<file path="config.mk">
export PLATFORM = sky130hd
export DESIGN_NAME = irq_ctrl
export DESIGN_NICKNAME = d
export VERILOG_FILES = /design/src/rtl/irq_pkg.sv /design/src/rtl/irq_prio_enc.sv /design/src/rtl/irq_ctrl.sv
export SDC_FILE = /design/constraint.sdc
export NUM_CORES = 1
export LEC_CHECK = 0
export ABC_AREA = 1
export CORE_ASPECT_RATIO = 0.7
export CORE_MARGIN = 3
export CORE_UTILIZATION = 35
export CTS_CLUSTER_SIZE = 14
export DETAILED_ROUTE_END_ITERATION = 16
export GPL_TIMING_DRIVEN = 0
export PLACE_DENSITY = 0.79
export SYNTH_ARGS = -nofsm -noshare
export SYNTH_HDL_FRONTEND = slang
export SYNTH_SLANG_ARGS = --single-unit
</file>
<file path="constraint.sdc">
create_clock -name i_CLK -period 1.3 [get_ports i_CLK]
set_input_delay 0.26 -clock i_CLK [delete_from_list [all_inputs] [get_ports i_CLK]]
set_output_delay 0.26 -clock i_CLK [all_outputs]
set_load 0.005 [all_outputs]
</file>
<file path="src/rtl/irq_pkg.sv">
// Shared definitions for the interrupt controller:
// register offsets, FSM encoding and ID constants.
package irq_pkg;

   localparam int ID_W = 5;

   localparam logic [1:0] ADDR_PENDING  = 2'd0;
   localparam logic [1:0] ADDR_ENABLE   = 2'd1;
   localparam logic [1:0] ADDR_CLAIM    = 2'd2;
   localparam logic [1:0] ADDR_COMPLETE = 2'd3;

   localparam logic [ID_W-1:0] ID_NONE = '0;

   typedef enum logic {
      ST_IDLE,
      ST_INSVC
   } state_t;

endpackage

</file>
<file path="src/rtl/irq_prio_enc.sv">
// Lowest-index-wins priority encoder; source i maps to ID i+1.
// ID 0 (with valid low) means no request.
module irq_prio_enc
   import irq_pkg::*;
#(
   parameter int N = 4
) (
   input  logic [N-1:0]    req,
   output logic            valid,
   output logic [ID_W-1:0] id
);

   always_comb begin
      valid = 1'b0;
      id    = ID_NONE;
      for (int i = N - 1; i >= 0; i--) begin
         if (req[i]) begin
            valid = 1'b1;
            id    = ID_W'(i + 1);
         end
      end
   end

endmodule

</file>
<file path="src/rtl/irq_ctrl.sv">
// Interrupt controller: sticky pending bits, enable mask, fixed
// priority and a claim/complete handshake over the CE/REQ/GNT bus.
module irq_ctrl
   import irq_pkg::*;
#(
   parameter int N_SRC = 4
) (
   input  logic             i_CLK,
   input  logic             i_RSTn,
   input  logic             i_CE,
   input  logic             i_REQ,
   input  logic             i_WE,
   input  logic [1:0]       i_ADDR,
   input  logic [31:0]      i_WDATA,
   output logic [31:0]      o_RDATA,
   output logic             o_GNT,
   input  logic [N_SRC-1:0] i_SRC,
   output logic             o_IRQ
);

   state_t            state_q, state_d;
   logic [N_SRC-1:0]  pend_q, en_q;
   logic [ID_W-1:0]   insvc_q, insvc_d;
   logic              irq_d;
   logic              acc, wr, rd;
   logic              claim_go;
   logic              win_valid;
   logic [ID_W-1:0]   win_id;
   logic [N_SRC-1:0]  clr;
   logic              unused_ok;

   assign acc   = i_REQ & i_CE;
   assign wr    = acc & i_WE;
   assign rd    = acc & ~i_WE;
   assign o_GNT = acc;

   assign unused_ok = &{1'b0, i_WDATA[31:N_SRC]};

   irq_prio_enc #(
      .N     (N_SRC)
   ) u_prio (
      .req   (pend_q & en_q),
      .valid (win_valid),
      .id    (win_id)
   );

   always_comb begin
      state_d  = state_q;
      insvc_d  = insvc_q;
      irq_d    = 1'b0;
      claim_go = 1'b0;
      unique case (state_q)
         ST_IDLE: begin
            if (rd && i_ADDR == ADDR_CLAIM && win_valid) begin
               claim_go = 1'b1;
               state_d  = ST_INSVC;
               insvc_d  = win_id;
            end
            irq_d = win_valid & ~claim_go;
         end
         ST_INSVC: begin
            if (wr && i_ADDR == ADDR_COMPLETE &&
                i_WDATA[ID_W-1:0] == insvc_q) begin
               state_d = ST_IDLE;
               insvc_d = ID_NONE;
            end
         end
         default: state_d = ST_IDLE;
      endcase
   end

   // Clear sources: software W1C plus the bit taken by a claim
   always_comb begin
      clr = '0;
      if (wr && i_ADDR == ADDR_PENDING)
         clr = i_WDATA[N_SRC-1:0];
      for (int i = 0; i < N_SRC; i++) begin
         if (claim_go && win_id == ID_W'(i + 1))
            clr[i] = 1'b1;
      end
   end

   always_ff @(posedge i_CLK or negedge i_RSTn) begin
      if (!i_RSTn) begin
         state_q <= ST_IDLE;
         insvc_q <= ID_NONE;
         pend_q  <= '0;
         en_q    <= '0;
         o_IRQ   <= 1'b0;
      end else begin
         state_q <= state_d;
         insvc_q <= insvc_d;
         pend_q  <= (pend_q & ~clr) | i_SRC;
         o_IRQ   <= irq_d;
         if (wr && i_ADDR == ADDR_ENABLE)
            en_q <= i_WDATA[N_SRC-1:0];
      end
   end

   always_comb begin
      o_RDATA = '0;
      unique case (i_ADDR)
         ADDR_PENDING:  o_RDATA[N_SRC-1:0] = pend_q;
         ADDR_ENABLE:   o_RDATA[N_SRC-1:0] = en_q;
         ADDR_CLAIM: begin
            if (state_q == ST_IDLE)
               o_RDATA[ID_W-1:0] = win_id;
         end
         default:       o_RDATA[ID_W-1:0] = insvc_q;
      endcase
   end

endmodule
</file>
# ---- Yosys cells after proc, flatten, opt, wreduce, memory -nomap -nowiden
# Index checks and enable logic that the tools add are counted.
dict set report op_classes {
  bitwise_logic 11
  n_reduce_logical 13
  mux 25
  n_eq_ne 10
}
# operator n
set ops {}
lappend ops {{$mux 5} 3}
lappend ops {{$mux 1} 13}
lappend ops {{$mux 3} 4}
lappend ops {{$pmux 4 s3} 1}
lappend ops {{$eq 5x2->1 const B} 2}
lappend ops {{$logic_and 1x1->1} 10}
lappend ops {{$pmux 5 s2} 1}
lappend ops {{$and 4x4->4} 2}
lappend ops {{$eq 5x1->1 const B} 1}
lappend ops {{$eq 5x3->1 const B} 1}
lappend ops {{$eq 5x5->1} 1}
lappend ops {{$and 1x1->1} 4}
lappend ops {{$eq 2x2->1 const B} 2}
lappend ops {{$mux 4} 1}
lappend ops {{$not 4->4} 1}
lappend ops {{$or 4x4->4} 1}
lappend ops {{$pmux 1 s2} 2}
lappend ops {{$not 1->1} 3}
lappend ops {{$eq 2x1->1 const B} 1}
lappend ops {{$logic_not 2->1} 1}
lappend ops {{$ne 2x1->1 const B} 1}
lappend ops {{$ne 2x2->1 const B} 1}
lappend ops {{$reduce_and 2->1} 1}
lappend ops {{$reduce_or 2->1} 1}
dict set report word_totals {
  elab_cells 64
  reg_bits 15
  input_bits 43
  output_inout_bits 34
}

# ---- Longest topological paths before layout
# Gate-level depths: netlist (run 1).
dict set report depth {
  depth_word 14
  ltp_mapped 8
  mapped_depth_nobuf 8
}

# ---- By module
# Synthesis (run 1) repeated with hierarchy kept, for this count alone.
dict set report hier_totals {
  cells_unflattened 182
  hier_area_um2 1233.7
}
# mod cells_each n_inst seq_area_each_um2 area_each_um2
set by_module_without_submodules {}
lappend by_module_without_submodules {irq_ctrl 168 1 375.4 1172.4}
lappend by_module_without_submodules {irq_prio_enc 14 1 0.0 61.3}

# ---- Worst setup path before layout (run 1)
# Ideal clock, no wire load.
dict set report synth_path {
  path_type {flip-flop to output port}
  from {register pend_q[0]}
  to {output o_RDATA[2]}
  path_slack_ps 155
  t_required_ps 1040
  stages_incl_launch_ff 6
  t_arrival_ps 885
  n_path_buf 0
  path_cell_list {dfrtp_1 -> nand2_1 -> inv_1 -> nor2_1 -> nand4_1 -> nand4_1}
}
dict set report synth_between {
  elab_chain_len 4
}
# item line_no
set synth_lines {}
lappend synth_lines {{from (decl)} irq_ctrl.sv:22} ;# logic [N_SRC-1:0] pend_q, en_q;
lappend synth_lines {{from (signal assigned)} irq_ctrl.sv:93} ;# pend_q <= (pend_q & ~clr) | i_SRC;
lappend synth_lines {{$and 4x4->4} irq_ctrl.sv:42} ;# .req (pend_q & en_q),
lappend synth_lines {{$mux 3} irq_prio_enc.sv:17} ;# if (req[i]) begin
lappend synth_lines {{$mux 5} irq_ctrl.sv:106} ;# if (state_q == ST_IDLE)
lappend synth_lines {{$pmux 4 s3} irq_ctrl.sv:102} ;# unique case (i_ADDR)
lappend synth_lines {{to (decl)} irq_ctrl.sv:15} ;# output logic [31:0] o_RDATA,
# No other way between the ends.

# ---- Worst setup path in the final report (run 1)
dict set report layout_path {
  from {register en_q[1]}
  to {output o_RDATA[1]}
}
dict set report layout_between {
  elab_chain_len 5
}
# item line_no
set layout_lines {}
lappend layout_lines {{from (decl)} irq_ctrl.sv:22}
lappend layout_lines {{from (signal assigned)} irq_ctrl.sv:96} ;# en_q <= i_WDATA[N_SRC-1:0];
lappend layout_lines {{$and 4x4->4} irq_ctrl.sv:42}
lappend layout_lines {{$mux 3 (2 in a row)} irq_prio_enc.sv:17}
lappend layout_lines {{$mux 5} irq_ctrl.sv:106}
lappend layout_lines {{$pmux 4 s3 *} irq_ctrl.sv:102}
# Mark *: on every way between the ends. The rest lies on a longest branch, timed or not.

==> results of run 1 <==
worst max-delay path: cells and delay by family (launching register included):
| family | cells | cell delay (ps) |
|---|---|---|
| and+or+nand+nor | 5 | 480 |
| DFF | 1 | 380 |
| buffers and inverters | 2 | 160 |
area by class of cell:
| type | instances | area (um^2) |
|---|---|---|
| timing repair buffer | 36 | 330.3 |
| clock buffer | 4 | 45.04 |
| multi-input combinational | 122 | 634.4 |
| fill | 263 | 1196 |
| buffer | 29 | 221.5 |
| tap | 36 | 45.04 |
| sequential | 13 | 325.3 |
| inverter | 28 | 105.1 |
timing repair:
item | in CTS | in global routing
resized for setup | 49 | 15
endpoints found under the setup margin | 14 | 11
hold buffers | 0 | 0
buffers inserted | 14 | 4
cloned | 0 | 0
pin swaps | 13 | 12
logic make-up after synthesis:
family / Yosys count
AOI/OAI and AO/OA: 9
buffers and inverters: 57
other: 1
DFF: 13
and+or+nand+nor: 85
flip-flops by register name (all words and copies together) (netlist names):
name and flops:
en_q 4, insvc_q 3, o_IRQ 1, pend_q 4, state_q 1
report_power, final:
group | switching (mW) | internal, mW
registers | 0.0636 | 0.479
logic | 0.411 | 0.389
clock network | 0.160 | 0.217
total | 0.634 | 1.08
through the flow:
step / total power, mW / setup slack [ps]
after floorplan: 0.8935 / 155.0
after global placement: 1.074 / -677.7
after detailed placement: 1.084 / -687.5
after CTS: 1.597 / -207.4
after global routing: 1.825 / -304.4
final: 1.719 / -247.5
layer usage:
layer,global-route usage,share of wire,wire [um],vias to the layer above
li1,-,-,-,587
met1,0.2137,0.40,1257,502
met2,0.2478,0.48,1496,55
met3,0.04934,0.11,340,6
met4,0.05215,0.014,43,0
met5,0,0,0,-
cells in the final DEF (no fill, tap or decap):
cell type        count
clkdlybuf4s15_2      3
o21ai_1              8
buf_6                6
nor3_1               1
nand2_1             37
clkdlybuf4s50_1      8
nand2_4              2
nor2_2               4
conb_1              28
nand2_2              9
nor2_1               3
nor2_4               6
dlygate4sd2_1        2
nand3_2              6
nand4_1              7
nand3_1             10
clkbuf_1             1
a22o_1               1
buf_2                4
buf_4               38
clkbuf_8             3
clkdlybuf4s15_1      1
dlymetal6s2s_1       3
dfrtp_1             13
inv_2                7
inv_1               21
worst min-delay path by stage:
stage                from         end  slack, ps  cells past startpoint
6_report       i_WDATA[1]     en_q[1]        330                      3
5_1_grt        i_WDATA[1]     en_q[1]        350                      3
4_1_cts            i_RSTn  insvc_q[0]        420                      1
3_5_place_dp      state_q       o_IRQ        460                      1
3_3_place_gp      state_q       o_IRQ        450                      1
2_1_floorplan      i_RSTn     en_q[0]        -40                      0
==> results.cfg, run 1 <==
[floorplanning]
core-area_mm2 = 0.002903
start_util = 0.3793
rows = 16
die_h_um = 52.93
fp.dieW_um = 73.04
num_io_pins = 77
die_area_mm2 = 0.003866

[synthesis]
synth_edf_count = 0
ys_types = 17
yosysMostFrequentCell = nand2_1
synth_top_family_by_area = simple AND/OR/NAND/NOR gates
synth-compound-area-share = 0.04432
synth_mux_area_frac = 0
ys_top_cells_by_area = dfrtp_1 (30%), buf_4 (19%), nand2_1 (15%)
ys_seq_area_frac = 0.2955
synth_top_area_frac = 0.2955
ys.flop_type = dfrtp_1
syn-cell-area_mm2 = 0.001101
ys_warn_count = 0
synth_common_cells = nand2_1 (44), buf_4 (28), inv_1 (25)
synth_xor_xnor_area_share = 0
synth_adder_area_share = 0
synth-seq-cells = 13
syn_inst = 165
avgSynthCellArea_um2 = 6.673
async_reset_ff_frac = 1.000
yosysTopAreaCell = dfrtp_1
synth-simple-area-share = 0.3659

[sta]
min_period_ps = 1547
rsz0062_at_grt = true
slew_headroom = 0.5750
slew_violations = 0
fin_crit_sh = 1.190
fmax_mhz = 646.2
worst_pin_slew_ps = 635.5
whs_ps = 334.0
setup_violations = 8
fin_ws_ps = -247.5
fin_tns_setup_ps = -1093
finalHoldViolations = 0
skew_ps = 3.702

[clock_tree]
path_clk_slew_ps = 60
numCtsBuffers = 3
clock_latency_ps = 250
cts.sinks = 13
htreeDepth = 1
root_buffer = clkbuf_8
cts_tree = built
clockBufferDepth = 2

[worst_setup_path]
setup.worst_path.end = o_RDATA[1]
cp-start-kind = flip-flop
crit_start = en_q[1]
cp_slowest_stage_delay_ps = 380
slowest_stage = dfrtp_1
crit_required_ps = 1040
ff2ff_path_depth = 9
critical_path_class = reg -> out
path_cells = nand2_2, nand2_4, inv_2, nor2_2, nand3_1, nand4_1, buf_2
r2r-end = insvc_q[0]
cp-end-kind = primary output
worstPathMaxFanout = 3
r2r-start = en_q[1]
worst-r2r-setup-slack_ps = -120
cp.arrival_ps = 1290

[layout]
diodes = 0
drive_gt1_frac = 0.3793
final_cells = 268
final_nets = 276
fin_area_mm2 = 0.001707
syn_to_final_growth_pct = 55.00
fin_util = 0.5879

[drt]
dr.pass1.iters = 5
post-route-drc-count = 0
wire_per_inst_um = 11.71
via_count = 1150
via_per_inst = 4.291
initialDrtViolationCount = 107
drtAntennaViolNets = 0
drt-total-wl_um = 3138

[pwr]
p_leak_nw = 0.9627
power.density_mw_per_mm2 = 1007
ir_drop_v = 0.0005338

[place]
post-dp-hpwl_um = 2052
globalplace.congestion = 0.8537
placed_cells = 249
place_area_mm2 = 0.001458
io_buffers = 21

[global_route]
grt_remaining_overflow = 0
grt_pass1_vias = 980
grt_usage = 0.1611
grt_first_pass_wirelength_um = 4609
grt_max_degree = 14
antenna_found_initial = 0

[status]
status = finished, violations left
violations = setup timing

[hold_path]
hold_class = in -> reg

[flow_run]
maxCapViolations = 0
No activity file was read; power rests on OpenSTA's default activity.
==> run 2, diff against run 1 <==
- PLACE_DENSITY: 0.79 -> 0.78
- SETUP_SLACK_MARGIN: default -> 0.2
==> run 2 against run 1 <==
  * The flow still finishes with violations (setup timing)
  * Register-to-register slack worse by 80 ps
  * Sequential power rose by 1%
  * First-iteration DRC count rose by 28%
  * Routed wire length rose by 7.5%
  * Hold slack gained 55 ps
  * Fmax is 2.0% lower
  * Critical path depth is the same
  * Sequential share of layout area fell by 0.82 points
  * Global-route usage rose by 1.7 points
  * Clock power rose by 1%
  * Setup slack worse by 32 ps
  * Count of clock-buffer cells in the layout is the same
  * Critical path type unchanged
  * Highest routed layer unchanged
==> results.cfg, run 2 (same netlist as run 1, synthesis figures left out) <==
[global_route]
grt_usage = 0.1784
grt_max_degree = 14
grt_first_pass_wirelength_um = 5126
grt_remaining_overflow = 0
antenna_found_initial = 0
grt_pass1_vias = 1109

[sta]
slew_headroom = 0.5948
fmax_mhz = 633.3
finalHoldViolations = 0
setup_violations = 7
slew_violations = 0
min_period_ps = 1579
skew_ps = 2.459
fin_ws_ps = -279.1
rsz0062_at_grt = true
worst_pin_slew_ps = 605.9
fin_crit_sh = 1.215
whs_ps = 389.2

[worst_setup_path]
worstPathMaxFanout = 4
crit_required_ps = 1040
r2r-end = pend_q[3]
r2r-start = pend_q[2]
cp-start-kind = flip-flop
ff2ff_path_depth = 11
cp.arrival_ps = 1320
worst-r2r-setup-slack_ps = -200
setup.worst_path.end = o_RDATA[1]
crit_start = pend_q[2]
cp-end-kind = primary output
critical_path_class = reg -> out

[drt]
via_per_inst = 4.414
drt-total-wl_um = 3373
wire_per_inst_um = 12.13
initialDrtViolationCount = 137
post-route-drc-count = 0
dr.pass1.iters = 4
drtAntennaViolNets = 0
via_count = 1227

[floorplanning]
fp.dieW_um = 73.04
core-area_mm2 = 0.002903
num_io_pins = 77
die_area_mm2 = 0.003866
rows = 16
die_h_um = 52.93
start_util = 0.3793

[place]
globalplace.congestion = 0.8650
place_area_mm2 = 0.001463
post-dp-hpwl_um = 2066
io_buffers = 21

[clock_tree]
clock_latency_ps = 250
cts.sinks = 13
htreeDepth = 1
clockBufferDepth = 2
cts.hold.buffers_added = 0
numCtsBuffers = 3
root_buffer = clkbuf_8
path_clk_slew_ps = 60
cts_tree = built

[pwr]
p_int_mw = 1.221
p_comb_frac = 0.515
p_switching_uw = 696.9
ir_drop_v = 0.0006661
switching_share = 0.3633
total_power_mw = 1.918
power.density_mw_per_mm2 = 1076
power_frac_clock = 0.199
p_leak_nw = 0.9902
pwr-share-seq = 0.286

[layout]
fin_area_mm2 = 0.001783
final_nets = 286
syn_to_final_growth_pct = 61.93
drive_gt1_frac = 0.4091
diodes = 0
final_common_cell = buf_4
mostFrequentLayoutCells = buf_4 (41), nand2_1 (38), conb_1 (28)
reg_top3 = en_q: 4 flops, pend_q: 4 flops, insvc_q: 3 flops
n_fill_cell = 248

[flow_run]
maxCapViolations = 0

[hold_path]
hold_class = in -> async

[status]
violations = setup timing
status = finished, violations left
## run 2: cell types whose count changed in the layout (fill, tap and decap cells not counted), moves of 2 or more
cell             before  now
nand3_1              10    8
buf_2                 4    8
clkdlybuf4s15_2       3    0
buf_6                 6   13
dlymetal6s2s_1        3    0
buf_4                38   41
## run 2: how the worst min path moves through the flow
stage	startpoint	end	slack, ps
global route	i_RSTn	insvc_q[0]	450
floorplan	i_RSTn	en_q[0]	-40
finish	i_RSTn	state_q	390
detailed placement	state_q	o_IRQ	460
global placement	state_q	o_IRQ	450
CTS	i_RSTn	insvc_q[1]	420
## run 2: repair_timing
action | 4_1_cts | 5_1_grt
gates cloned | 0 | 0
setup buffers | 21 | 4
pin swaps | 12 | 12
endpoints found under the setup margin | 19 | 14
resized for setup | 57 | 17
## run 2: final cells by class
class / count / area, um^2 / area share
well taps: 36 / 45.04 / 0.02526
inverters: 28 / 105.1 / 0.05895
plain buffers: 29 / 221.5 / 0.1242
flip-flops and latches: 13 / 325.3 / 0.1825
multi-input cells: 122 / 641.9 / 0.3600
clock buffers: 4 / 45.04 / 0.02526
repair buffers: 46 / 399.1 / 0.2239
## run 2: power groups by stage
stage	logic [mW]	registers (mW)	clock network, mW
floorplan	0.366	0.534	0
global placement	0.537	0.544	0
detailed placement	0.547	0.547	0
CTS	0.853	0.543	0.380
global route	1.08	0.557	0.394
finish	0.988	0.549	0.381
## run 2: worst max-delay path, cell delays in order, from the launching register on
cell and delay (ps):
dfrtp_1 420, nand2_1 100, nand2_2 120, inv_2 60, nor2_4 90, nand3_2 80, nand4_1 70, buf_2 110
## run 2: per-layer routing
| layer | wire length, um | GRT usage | vias to the layer above |
|---|---|---|---|
| li1 | - | - | 609 |
| met1 | 1449 | 0.2329 | 556 |
| met2 | 1590 | 0.2819 | 57 |
| met3 | 300 | 0.04364 | 5 |
| met4 | 32 | 0.07055 | 0 |
| met5 | 0 | 0 | - |
## run 2: per-stage QoR
stage / setup slack (ps) / TNS, ps / cells / util
after floorplan: 203.6 / 0 / 192 / -
after global placement: -680.9 / -5786 / 249 / 0.5039
after detailed placement: -681.5 / -6048 / 249 / 0.5039
after CTS: -238.2 / -1068 / 274 / 0.5970
after global routing: -354.4 / -1873 / 278 / 0.6142
final: -279.1 / -1342 / 278 / 0.6142
==> variant 1, RTL diff (config.mk and constraints of run 1) <==
`ID_W`: 5 -> 10.
--- a/src/rtl/irq_pkg.sv
+++ b/src/rtl/irq_pkg.sv
@@ -2,7 +2,7 @@
 // register offsets, FSM encoding and ID constants.
 package irq_pkg;
 
-   localparam int ID_W = 5;
+   localparam int ID_W = 10;
 
    localparam logic [1:0] ADDR_PENDING  = 2'd0;
    localparam logic [1:0] ADDR_ENABLE   = 2'd1;
Formal check against the unedited RTL: not equivalent (a bounded check fails within 4 cycles, from zero or initial values and one cycle with i_RSTn low).
==> variant 1 against run 1 <==
- the run still ends with setup timing left
- setup slack better by 0.033 ns
- area after synthesis down 3.9%
- register-to-register slack worse by 0.05 ns
- sequential cell count unchanged
- final cell count down 1.1%
- wire length down 8.3%
- synthesized cell count down 4.2%
- power down 5.1%
- cell area down 2.2%
- largest power group unchanged
==> variant 1: results (changes against run 1) <==
[placed_design]
port_buffers = 26  ; was 21
hpwl_mm = 2.03  ; was 2.05 mm
place.gp.congestion = 0.924  ; was 0.854
dp_cells = 247  ; was 249

[sta]
fin_skew_ns = 0.00502  ; was 0.00370 ns
max-slew-margin-rel_pct = 59.1  ; was 57.5%
finalSetupViolations = 10  ; was 8
slew_viol_final = 0  ; unchanged
finalSetupTns_ns = -1.31  ; was -1.09 ns
setup_slack_ns = -0.215  ; was -0.247 ns

[detailed_routing]
initialDrtViolationCount = 57  ; was 107
num_vias = 1110  ; was 1150
wl_per_cell_um = 10.9  ; was 11.7 um
first_pass_iters = 4  ; was 5
drcViolationCount = 0  ; unchanged

[global_routing]
antenna_found_initial = 0  ; unchanged
grt_max_degree = 14  ; unchanged
grt_pass1_wl_mm = 4.37  ; was 4.61 mm
grt_pass1_vias = 999  ; was 980
grt_usage_pct = 15.2  ; was 16.1%

[clock_network]
clk_latency_ns = 0.25  ; about the same
numCtsBuffers = 3  ; unchanged
cts.path.max_buffers = 2  ; unchanged
h-tree-depth = 1  ; unchanged
path_clk_slew_ns = 0.06  ; about the same
cts-root-buf = clkbuf_8  ; unchanged

[power]
ir_drop_uv = 652  ; was 534 uV
p_leak_nw = 0.907  ; was 0.963 nW
p_int_mw = 1.05  ; was 1.08 mW

[critical_path]
critPathMaxStageDelay_ns = 0.40  ; was 0.38 ns
r2r_start = en_q[2]  ; was en_q[1]
startpoint = en_q[0]  ; was en_q[1]
reg2regPathDepth = 9  ; unchanged
rr_endpoint = insvc_q[2]  ; was insvc_q[0]
cp_slowest_cell = dfrtp_1  ; unchanged
cp_max_fo = 3  ; unchanged
crit_end = o_RDATA[1]  ; unchanged
reg2reg_slack_ns = -0.17  ; was -0.12 ns

[logic_synthesis]
ys_seq_area_share_pct = 30.7  ; was 29.5%
yosys_warnings = 0  ; unchanged
synth_cell_types = 20  ; was 17
synth_cells = 158  ; was 165
synth_area_leaders = dfrtp_1 (31%), buf_4 (20%), nand2_1 (15%), inv_1 (7.8%), nand3_1 (6.6%)  ; was dfrtp_1 (30%), buf_4 (19%), nand2_1 (15%), inv_1 (8.5%), nand3_1 (6.4%)
synth_area_leader_cell = dfrtp_1  ; unchanged
async_flop_share_pct = 100  ; unchanged
synth_commonest_cells = nand2_1 (43), buf_4 (28), inv_1 (22)  ; was nand2_1 (44), buf_4 (28), inv_1 (25)

[finish]
drive_gt1_share_pct = 34.5  ; was 37.9%
nets = 273  ; was 276
stdcell_count = 265  ; was 268
diodes = 0  ; unchanged
reg_top3 = en_q: 4 flops, pend_q: 4 flops, insvc_q: 3 flops  ; unchanged
fillers = 263  ; unchanged

[hold_path]
hp-class = in2async  ; was in2reg

[run_status]
violations = setup timing  ; unchanged
status = finished with violations  ; unchanged

==> variant 1: changes by cell type in the layout (fill, tap and decap cells not counted), moves of 3 or more <==
cell             delta
buf_6               -4
nor2_1              +4
buf_4               +3
dlymetal6s2s_1      -3
inv_1               -4
o21ai_1             -8
clkdlybuf4s50_1     +8
nand2_2             -3
o21ai_0             +8
==> variant 1: layout make-up <==
cell class,instances,area [um2],area share (%)
Buffer,29,221,13.3
Clock buffer,4,45.0,2.70
Inverter,23,86.3,5.17
Multi-Input combinational cell,120,603,36.1
Sequential cell,13,325,19.5
Tap cell,36,45.0,2.70
Timing Repair Buffer,40,343,20.5
==> variant 1: layer usage <==
metal / up-vias / routed length, um / share of wire (%) / GRT usage (%)
met2: 45 / 1380 / 48 / 24.7
met4: 0 / 52 / 1.8 / 3.75
li1: 576 / - / - / -
met1: 481 / 1140 / 40 / 19.3
met5: - / 0 / 0 / 0
met3: 8 / 306 / 11 / 5.21
==> variant 1: critical path: cells and delay by family (launching register included) <==
family	cells	cell delay [ns]
DFF	1	0.40
and+or+nand+nor	4	0.32
buffers and inverters	3	0.28
==> variant 1: power groups by stage <==
stage	clock network (mW)	registers, mW	logic, mW
2_1_floorplan	0	0.535	0.330
5_1_grt	0.401	0.556	0.788
4_1_cts	0.379	0.537	0.649
3_5_place_dp	0	0.547	0.516
3_3_place_gp	0	0.543	0.512
6_report	0.373	0.545	0.713
==> variant 1: kinds of logic (layout without fill, tap and decap cells) <==
| family | Yosys count | after routing | share of synthesized area [%] |
|---|---|---|---|
| buffers and inverters | 52 | 96 | 28.5 |
| other | 1 | 28 | 0.354 |
| and+or+nand+nor | 80 | 80 | 33.9 |
| AOI/OAI and AO/OA | 12 | 12 | 6.50 |
| DFF | 13 | 13 | 30.7 |
==> variant 1: repair_timing <==
item,in CTS,in global routing
pin swaps,5,8
buffers inserted,13,5
setup endpoints to repair,17,12
resized for setup,40,15
==> variant 1: per-stage QoR <==
step / setup WS [ns] / cell area [um2] / hold slack [ns]
3_3_place_gp: -0.755 / 1470 / 0.490
2_1_floorplan: 0.160 / 1160 / -0.0356
3_5_place_dp: -0.746 / 1470 / 0.492
6_report: -0.215 / 1670 / 0.395
5_1_grt: -0.304 / 1670 / 0.447
4_1_cts: -0.241 / 1620 / 0.417
==> variant 1: worst min path at each step <==
| stage | depth (start not counted) | endpoint | slack, ns | startpoint |
|---|---|---|---|---|
| detailed placement | 1 | o_IRQ | 0.49 | state_q |
| global route | 1 | pend_q[2] | 0.45 | i_RSTn |
| finish | 1 | pend_q[0] | 0.39 | i_RSTn |
| CTS | 1 | insvc_q[2] | 0.42 | i_RSTn |
| floorplan | 0 | en_q[0] | -0.04 | i_RSTn |
| global placement | 1 | o_IRQ | 0.49 | state_q |
==> variant 2, RTL diff (config.mk and constraints of run 1) <==
Without the edit above. Make the reset (`i_RSTn`) synchronous in one clocked block.
--- a/src/rtl/irq_ctrl.sv
+++ b/src/rtl/irq_ctrl.sv
@@ -80,7 +80,7 @@
       end
    end
 
-   always_ff @(posedge i_CLK or negedge i_RSTn) begin
+   always_ff @(posedge i_CLK) begin
       if (!i_RSTn) begin
          state_q <= ST_IDLE;
          insvc_q <= ID_NONE;
Function: differs if i_RSTn is asserted again (counterexample within 4 cycles, from zero or initial values and one cycle with i_RSTn low); with i_RSTn held inactive, the same outputs for 4 cycles.
==> variant 2 against run 1 <==
- the flow still finishes with violations (setup timing)
- wire length down 5.3%
- sequential cell count unchanged
- non-clock buffer count rose by 4
- final cell count decreased by 3.0%
- critical path depth rose by 1
- synthesized cell count is 6.7% lower
- area after synthesis decreased by 11%
- count of clock-buffer cells in the layout stayed put
- cell area is 1.8% lower
- die area is 9.9% lower
- setup slack gained 0.051 ns
- critical path type unchanged
Power is not compared: it rests on default switching activity, and its combinational part moved more than twofold at a synthesized area within 25%.
==> variant 2: results (changes against run 1) <==
[finish]
seqCellArea_um2 = 270  ; was 325 um2
drive_gt1_share_pct = 43.4  ; was 37.9%
area_share_nonclk_buffers_pct = 33.7  ; was 32.3%
reg_top3 = en_q: 4 flops, pend_q: 4 flops, insvc_q: 3 flops  ; unchanged
signal_buffers = 69  ; was 65
non_clock_inverter_count = 21  ; was 28
multi_input_comb_cells = 119  ; was 122
fin_area_mm2 = 0.00168  ; was 0.00171 mm2
fillers = 225  ; was 263
stdcell_count = 260  ; was 268
nets = 270  ; was 276
clock_tree_area_fraction_pct = 2.69  ; was 2.64%
multi_input_area_um2 = 667  ; was 634 um2

[placed_design]
dp_cells = 236  ; was 249
place.gp.congestion = 0.858  ; was 0.854
post-place-ws_ns = -0.798  ; was -0.687 ns
hpwl_mm = 1.90  ; was 2.05 mm
place_area_mm2 = 0.00134  ; was 0.00146 mm2
port_buffers = 21  ; unchanged

[logic_synthesis]
synth_area_leaders = dfxtp_1 (27%), buf_4 (21%), nand2_1 (16%), inv_1 (6.5%), a21oi_1 (5.6%)  ; was dfrtp_1 (30%), buf_4 (19%), nand2_1 (15%), inv_1 (8.5%), nand3_1 (6.4%)
synth_ff_type = dfxtp_1  ; was dfrtp_1
synth_cell_types = 19  ; was 17
synth_commonest_cells = nand2_1 (43), buf_4 (28), inv_1 (17)  ; was nand2_1 (44), buf_4 (28), inv_1 (25)
async_flop_share_pct = 0  ; was 100%
ys_seq_area_share_pct = 26.5  ; was 29.5%
avgSynthCellArea_um2 = 6.37  ; was 6.67 um2

[detailed_routing]
totalWireLength_mm = 2.97  ; was 3.14 mm
first_pass_iters = 4  ; was 5
initialDrtViolationCount = 70  ; was 107
num_vias = 1118  ; was 1150

[hold_path]
min_to = en_q[2]  ; was en_q[1]
hp-start = i_WDATA[2]  ; was i_WDATA[1]

[clock_network]
numCtsBuffers = 3  ; unchanged
cts_resized = 54  ; was 49
postCtsSetupRepairBufs = 18  ; was 14
cts-root-buf = clkbuf_8  ; unchanged
path_clk_slew_ns = 0.06  ; about the same

[critical_path]
cp_slowest_cell = dfxtp_2  ; was dfrtp_1
reg2regPathDepth = 12  ; was 9
crit_end = o_RDATA[2]  ; was o_RDATA[1]
rr_endpoint = pend_q[3]  ; was insvc_q[0]
critPathMaxStageDelay_ns = 0.33  ; was 0.38 ns
r2r_start = en_q[2]  ; was en_q[1]

[global_routing]
grt_pass1_vias = 974  ; was 980
grt_max_degree = 10  ; was 14
grt_pass1_wl_mm = 4.25  ; was 4.61 mm
grt_usage_pct = 15.3  ; was 16.1%
antenna_found_initial = 0  ; unchanged

[sta]
finalSetupTns_ns = -1.14  ; was -1.09 ns
fin_skew_ns = 0.00446  ; was 0.00370 ns
setup_slack_ns = -0.196  ; was -0.247 ns
whs_ns = 0.338  ; was 0.334 ns
finalSetupViolations = 9  ; was 8

[run_status]
violations = setup timing  ; unchanged
status = finished with violations  ; unchanged

[die]
core_mm2 = 0.00257  ; was 0.00290 mm2

[power]
p_leak_nw = 0.910

==> variant 2: cell count changes in the layout (fill, tap and decap cells not counted), sizes merged, moves of 6 or more <==
cell	change
dfrtp	-13
inv	-9
nand3	-6
dfxtp	+13
a21oi	+11
==> variant 2: cells by family after synthesis <==
family / count (synthesis) / synth area share [%]
DFF: 13 / 26.5
buffers and inverters: 49 / 29.5
and+or+nand+nor: 72 / 32.9
AOI/OAI and AO/OA: 19 / 10.7
other: 1 / 0.382
==> variant 2: where the power goes <==
group / internal (mW) / switching (mW)
clock: 0.216 / 0.144
combinational: 0.142 / 0.120
sequential: 0.413 / 0.0106
==> variant 2: metal layers <==
| metal | vias up | GRT usage (%) | share of wire [%] | wire length (um) |
|---|---|---|---|---|
| met4 | 0 | 0.974 | 0.50 | 15 |
| met5 | - | 0 | 0 | 0 |
| li1 | 573 | - | - | - |
| met1 | 498 | 19.6 | 42 | 1240 |
| met2 | 45 | 25.8 | 49 | 1470 |
| met3 | 2 | 5.60 | 8.3 | 246 |
